$ cat config.mk
export PLATFORM = sky130hd
export DESIGN_NAME = mx_frame_buf_flat
export DESIGN_NICKNAME = d
export VERILOG_FILES = /design/src/rtl/mx_frame_buf_if.sv /design/src/rtl/mx_frame_buf.sv /design/src/flat_wrapper.sv
export SDC_FILE = /design/constraint.sdc
export NUM_CORES = 2
export LEC_CHECK = 0
export BUFFER_PORTS_ARGS = -buffer_cell sky130_fd_sc_hd__buf_2
export CORE_ASPECT_RATIO = 1.1
export CORE_MARGIN = 1
export CORE_UTILIZATION = 50
export DETAILED_ROUTE_END_ITERATION = 10
export PLACE_DENSITY_LB_ADDON = 0.2
export SYNTH_ARGS = -nofsm -noshare
export SYNTH_HDL_FRONTEND = slang
export SYNTH_SLANG_ARGS = --single-unit
$ cat constraint.sdc
create_clock -name clk -period 8.9 [get_ports clk]
set_clock_uncertainty 0.15 [all_clocks]
set_input_delay 1.78 -clock clk [delete_from_list [all_inputs] [get_ports clk]]
set_output_delay 1.78 -clock clk [all_outputs]
set_load 0.02 [all_outputs]
$ cat src/rtl/mx_frame_buf_if.sv
`default_nettype none
// +--------------------------------------------------------------------+
// | mx_frame_buf_if : byte stream (valid/ready, last marker)           |
// | Revision 1.0                                                       |
// +--------------------------------------------------------------------+
interface mx_frame_buf_if;
  logic [7:0] rdata;
  logic       rlast;
  logic       rvalid;
  logic       rready;

  modport master (output rdata, output rlast, output rvalid, input rready);
  modport slave  (input rdata, input rlast, input rvalid, output rready);
endinterface
`default_nettype wire

$ cat src/rtl/mx_frame_buf.sv
`default_nettype none
// +--------------------------------------------------------------------+
// | mx_frame_buf : receive frame buffer, commits on carrier drop       |
// | Revision 1.0                                                       |
// +--------------------------------------------------------------------+
module mx_frame_buf #(
  parameter int DEPTH = 256
) (
  input  logic                      clk,
  input  logic                      rst,
  input  logic                      cardet,
  input  logic [7:0]                data,
  input  logic                      write,
  input  logic                      error,
  mx_frame_buf_if.master            rd,
  output logic [$clog2(DEPTH):0]    frame_cnt,
  output logic                      frame_ok,
  output logic                      frame_err,
  output logic                      frame_ovf
);
  localparam int AW = $clog2(DEPTH);
  localparam logic [AW:0] FULL_LVL = (AW+1)'(DEPTH);
  localparam logic [AW:0] ONE      = (AW+1)'(1);

  typedef enum logic [1:0] {IDLE = 2'd0, RECV = 2'd1, COMMIT = 2'd2, DROP = 2'd3} state_t;

  state_t      state_q, state_d;
  logic [AW:0] wr_ptr_q, wr_ptr_d;
  logic [AW:0] frm_start_q, frm_start_d;
  logic [AW:0] cmt_ptr_q, cmt_ptr_d;
  logic [AW:0] rd_ptr_q, rd_ptr_d;
  logic [AW:0] frame_cnt_q, frame_cnt_d;
  logic [7:0]  hold_q, hold_d;
  logic        hold_v_q, hold_v_d;
  logic        frame_ok_q, frame_ok_d;
  logic        frame_err_q, frame_err_d;
  logic        frame_ovf_q, frame_ovf_d;

  logic [8:0]  mem [DEPTH];
  logic        mem_we;
  logic [8:0]  mem_wdata;
  logic        full;
  logic        rvalid;
  logic [8:0]  rd_word;
  logic        rd_fire;

  assign full    = ((wr_ptr_q - rd_ptr_q) == FULL_LVL);
  assign rvalid  = (rd_ptr_q != cmt_ptr_q);
  assign rd_word = rvalid ? mem[rd_ptr_q[AW-1:0]] : 9'd0;
  assign rd_fire = rvalid && rd.rready;

  assign rd.rvalid = rvalid;
  assign rd.rlast  = rd_word[8];
  assign rd.rdata  = rd_word[7:0];
  assign frame_cnt = frame_cnt_q;
  assign frame_ok  = frame_ok_q;
  assign frame_err = frame_err_q;
  assign frame_ovf = frame_ovf_q;

  always_comb begin
    state_d     = state_q;
    wr_ptr_d    = wr_ptr_q;
    frm_start_d = frm_start_q;
    cmt_ptr_d   = cmt_ptr_q;
    rd_ptr_d    = rd_ptr_q;
    frame_cnt_d = frame_cnt_q;
    hold_d      = hold_q;
    hold_v_d    = hold_v_q;
    frame_ok_d  = 1'b0;
    frame_err_d = 1'b0;
    frame_ovf_d = 1'b0;
    mem_we      = 1'b0;
    mem_wdata   = 9'd0;

    if (rd_fire) rd_ptr_d = rd_ptr_q + ONE;

    case (state_q)
      IDLE: begin
        if (cardet) begin
          state_d     = RECV;
          frm_start_d = wr_ptr_q;
          hold_v_d    = 1'b0;
        end
      end
      RECV: begin
        if (error) begin
          state_d     = DROP;
          wr_ptr_d    = frm_start_q;
          hold_v_d    = 1'b0;
          frame_err_d = 1'b1;
        end else if (write && hold_v_q && full) begin
          state_d     = DROP;
          wr_ptr_d    = frm_start_q;
          hold_v_d    = 1'b0;
          frame_ovf_d = 1'b1;
        end else begin
          // Previous byte is flushed as non-last; the newest waits in hold
          if (write) begin
            if (hold_v_q) begin
              mem_we    = 1'b1;
              mem_wdata = {1'b0, hold_q};
              wr_ptr_d  = wr_ptr_q + ONE;
            end
            hold_d   = data;
            hold_v_d = 1'b1;
          end
          if (!cardet) state_d = COMMIT;
        end
      end
      COMMIT: begin
        state_d  = IDLE;
        hold_v_d = 1'b0;
        if (hold_v_q) begin
          if (!full) begin
            mem_we     = 1'b1;
            mem_wdata  = {1'b1, hold_q};
            wr_ptr_d   = wr_ptr_q + ONE;
            cmt_ptr_d  = wr_ptr_q + ONE;
            frame_ok_d = 1'b1;
          end else begin
            wr_ptr_d    = frm_start_q;
            frame_ovf_d = 1'b1;
          end
        end
      end
      DROP: begin
        if (!cardet) state_d = IDLE;
      end
      default: state_d = IDLE;
    endcase

    // A commit and a final-byte read in one cycle cancel out
    if (frame_ok_d && !(rd_fire && rd_word[8]))      frame_cnt_d = frame_cnt_q + ONE;
    else if (!frame_ok_d && rd_fire && rd_word[8])   frame_cnt_d = frame_cnt_q - ONE;
  end

  always_ff @(posedge clk or negedge rst) begin
    if (!rst) begin
      state_q     <= IDLE;
      wr_ptr_q    <= '0;
      frm_start_q <= '0;
      cmt_ptr_q   <= '0;
      rd_ptr_q    <= '0;
      frame_cnt_q <= '0;
      hold_q      <= 8'd0;
      hold_v_q    <= 1'b0;
      frame_ok_q  <= 1'b0;
      frame_err_q <= 1'b0;
      frame_ovf_q <= 1'b0;
    end else begin
      state_q     <= state_d;
      wr_ptr_q    <= wr_ptr_d;
      frm_start_q <= frm_start_d;
      cmt_ptr_q   <= cmt_ptr_d;
      rd_ptr_q    <= rd_ptr_d;
      frame_cnt_q <= frame_cnt_d;
      hold_q      <= hold_d;
      hold_v_q    <= hold_v_d;
      frame_ok_q  <= frame_ok_d;
      frame_err_q <= frame_err_d;
      frame_ovf_q <= frame_ovf_d;
    end
  end

  always_ff @(posedge clk) begin
    if (mem_we) mem[wr_ptr_q[AW-1:0]] <= mem_wdata;
  end
endmodule
`default_nettype wire

$ cat src/flat_wrapper.sv
// flat-port wrapper written by rule: the top's interface ports become plain ports
module mx_frame_buf_flat 
#(
  parameter int DEPTH = 256
)
  (clk, rst, cardet, data, write, error, frame_cnt, frame_ok, frame_err, frame_ovf, rd_rdata, rd_rlast, rd_rvalid, rd_rready);
  mx_frame_buf_if rd_i ();
  input  logic clk;
  input  logic rst;
  input  logic cardet;
  input  logic [7:0] data;
  input  logic write;
  input  logic error;
  output logic [$clog2(DEPTH):0] frame_cnt;
  output logic frame_ok;
  output logic frame_err;
  output logic frame_ovf;
  output wire logic [$bits(rd_i.rdata)-1:0] rd_rdata;
  output wire logic [$bits(rd_i.rlast)-1:0] rd_rlast;
  output wire logic [$bits(rd_i.rvalid)-1:0] rd_rvalid;
  input wire logic [$bits(rd_i.rready)-1:0] rd_rready;
  assign rd_rdata = rd_i.rdata;
  assign rd_rlast = rd_i.rlast;
  assign rd_rvalid = rd_i.rvalid;
  assign rd_i.rready = rd_rready;
  mx_frame_buf #(.DEPTH(DEPTH)) u_core (.clk(clk), .rst(rst), .cardet(cardet), .data(data), .write(write), .error(error), .rd(rd_i), .frame_cnt(frame_cnt), .frame_ok(frame_ok), .frame_err(frame_err), .frame_ovf(frame_ovf));
endmodule
==> results by group <==
Clock network
  – H-tree depth: 4
  – CTS Sinks: 2363
  – Clock Root Buffer: clkbuf_16
  – CTS clk-pin slew, worst paths: 0.06 ns
  – Post-CTS Setup Inserts: 0
  – Total CTS buffers: 224
  – Post-CTS Hold Buffers: 0
  – CTS tree: done
  – Longest Clk Path Bufs: 3
  – Cts repair resizes: 0
  – Clock Latency Late Sink: 0.87 ns

Worst setup path
  – Critical path cell sequence: buf_12, buf_4, mux4_2, mux4_2, mux4_2, nand2_1, and3_1, a211oi_1, buf_2
  – Delay-heaviest family, CP: buffers and inverters
  – Worst path slowest cell: a211oi_1
  – Max incr delay on CP: 1.23 ns
  – Worst EP arrival: 5.80 ns
  – Startpoint Class: flop
  – Most used cell, CP: mux4_2
  – CP Capture Type: primary output
  – CP required: 6.97 ns
  – CP Class: reg -> out
  – Worst Path Max Fanout: 102
  – Crit path buffers/inverters: 3

STA
  – Worst Slack Setup Final: 1.17 ns
  – Final hold violations: 0
  – Tmin final: 7.73 ns
  – Worst slew pin tran: 1.51 ns
  – Slew Limit Fails: 2
  – Setup TNS: 0 ns
  – Final hold slack: 0.338 ns
  – Slew HR: -1.04%
  – Final setup viols: 0
  – RSZ-0062 raised after global routing: false
  – FMAX: 129 MHz
  – Period utilisation layout: 86.8%

Drt
  – Post-DRT Antenna Nets: 0
  – DRC: 0
  – Wirelength per Cell: 32.8 um
  – Final WL: 223 mm
  – Vias: 42700
  – Via density: 6.29
  – First-pass DRT Iterations: 5
  – Number of DRC markers in iteration 0: 4970

Job
  – Max-cap viol count: 1

Placed design
  – GP Congestion: 0.857
  – DP Cell Count: 6355
  – Post-DP HPWL: 132 mm
  – DP Worst Slack: 1.81 ns
  – PortBufs: 35

Worst hold path
  – Hold Path Class: reg -> reg

Outcome
  – Failing checks: max-capacitance violations, max-slew violations
  – Status: finished, violations left

Synth
  – Post-synth EDFFs: 2304
  – Synth async-reset ratio: 2.50%
  – Mean Syn Cell Area: 22.8 um2
  – Synth area leaders: edfxtp_1 (75%), mux4_2 (18%), dfrtp_1 (1.6%)
  – Sequential fraction of the synthesis area: 76.5%
  – Syn Nets: 4092
  – Yosys top cell by area: edfxtp_1
  – Synthesized area: 92400 um2
  – Primary FF master, synth: edfxtp_1
  – Synthesized instance count: 4052
  – Synth top area share: 74.9%
  – Register bit total from synthesis: 2363
  – Number of library cell types mapped by synthesis: 66
  – Ys Warns: 0

Cells and area
  – Share of layout cells above drive strength 1: 27.5%
  – Final non-filler cell total: 6782
  – Area Growth Syn to Fin: 10.8%
  – Final #Nets: 4200
  – Commonest non-fill, non-tap cell in the layout: edfxtp_1
  – Highest-count cells in the layout ignoring fill and taps: edfxtp_1 (2304), mux4_2 (720), nor2_1 (302), clkbuf_16 (227), clkinv_1 (73)

GRT
  – Initial antenna violation count: 11
  – First-pass GRT wire length: 321 mm
  – Total GRT Usage: 24.2%
  – Remaining Overflow, GRT: 0
  – Number of global-route vias before repair: 43200
  – Largest net degree at the start of global routing: 217

Floorplan
  – Core Box Area: 184000 um2
  – Die Ht: 453 um
  – Starting density of the core: 50.3%
  – Die width: 412 um
  – IO Count: 36
  – Row cnt: 165
  – Die area: 187000 um2

Pwr
  – Pleak: 0.0311 uW
  – Pwr per Cell Area: 303 nW/um2
  – Total power: 31000 uW
  – Peak supply drop: 0.336 mV
[Yosys cell counts (5+ instances only)]
master    instances
ha_1             25
o221ai_1          5
buf_6            13
xor2_1            5
nor4_1            6
buf_2            42
mux2_4            6
inv_1            21
clkbuf_1        137
nor2_1          304
o22ai_1           8
buf_4            17
mux2i_1          44
nor2b_1          17
and2_1           10
o21a_1            6
and3_1           12
edfxtp_1       2304
nand4_1           7
a21oi_1          23
nand2_1          63
a22o_1            6
mux2_2           18
a211oi_1         17
buf_1            10
a22oi_1          10
xnor2_1          26
o21ai_0          17
nand3_1          30
mux4_2          720
nor3_1            9
dfrtp_1          59
[sequential cells by signal (all words and copies together), names as in the netlist, 2 cells and up]
name,cells
u_core.hold_q,8
u_core.rd_ptr_q,9
u_core.mem,2304
u_core.frame_cnt,9
u_core.state_q,2
u_core.cmt_ptr_q,9
u_core.frm_start_q,9
u_core.wr_ptr_q,9
[metrics by stage]
step                util [%]  instance area [um2]
global route            55.7               102000
floorplan                  -                92400
detailed placement      51.9                95300
global placement        51.9                95300
finish                  55.7               102000
CTS                     55.7               102000
[cells by family (layout without fill, tap and decap cells)]
kind of cell               after synthesis  count (layout)  synth area share [%]
xor gates and xnor gates                32              32                 0.324
AOI/OAI and AO/OA                      125             125                 0.970
DFF                                   2363            2363                  76.5
buffers and inverters                  248             555                  1.32
adders and majority gates               26              26                 0.360
and+or+nand+nor                        468             468                  2.14
other                                    0               2                     0
muxes                                  790             790                  18.4
[worst min-delay path, delay by kind of cell (launching register included)]
family | cells | cell delay (ns)
AO/OA/AOI/OAI | 1 | 0.06
flip-flops | 1 | 0.34
AND/OR/NAND/NOR | 1 | 0.04
[where the power goes]
| part | internal (uW) | switching (uW) | total, uW |
|---|---|---|---|
| clock | 5160 | 4080 | 9240 |
| combinational | 3930 | 5060 | 8990 |
| sequential | 12500 | 291 | 12800 |
[final timing paths]
path,startpoint,to,slack (ns),depth (start not counted)
min in group asynchronous,rst,u_core.hold_q[4],0.59,1
max in group asynchronous,rst,u_core.rd_ptr_q[1],6.92,2
worst min register to register,u_core.frm_start_q[5],u_core.frm_start_q[5],0.34,2
worst max-delay path,u_core.rd_ptr_q[1],rd_rdata[3],1.17,9
worst max register to register,u_core.rd_ptr_q[0],u_core.frame_cnt[8],1.83,18
worst min-delay path,u_core.frm_start_q[5],u_core.frm_start_q[5],0.34,2
[per-layer routing]
layer / vias to the layer above / track usage, % / wire, um
li1: 17400 / - / -
met4: 6 / 6.89 / 6160
met2: 1825 / 38.2 / 108000
met5: - / 0 / 40
met3: 311 / 4.85 / 17700
met1: 23200 / 34.6 / 90600
[final cells by class]
type | count | area [um2]
flip-flops and latches | 2363 | 70700
diodes | 2 | 5.00
inverters | 23 | 93.8
well taps | 2421 | 3030
multi-input cells | 1441 | 20600
repair buffers | 107 | 906
clock inverters | 147 | 1150
clock buffers | 278 | 5910
fillers | 13600 | 81400
Power figures use the tool's default switching activity.
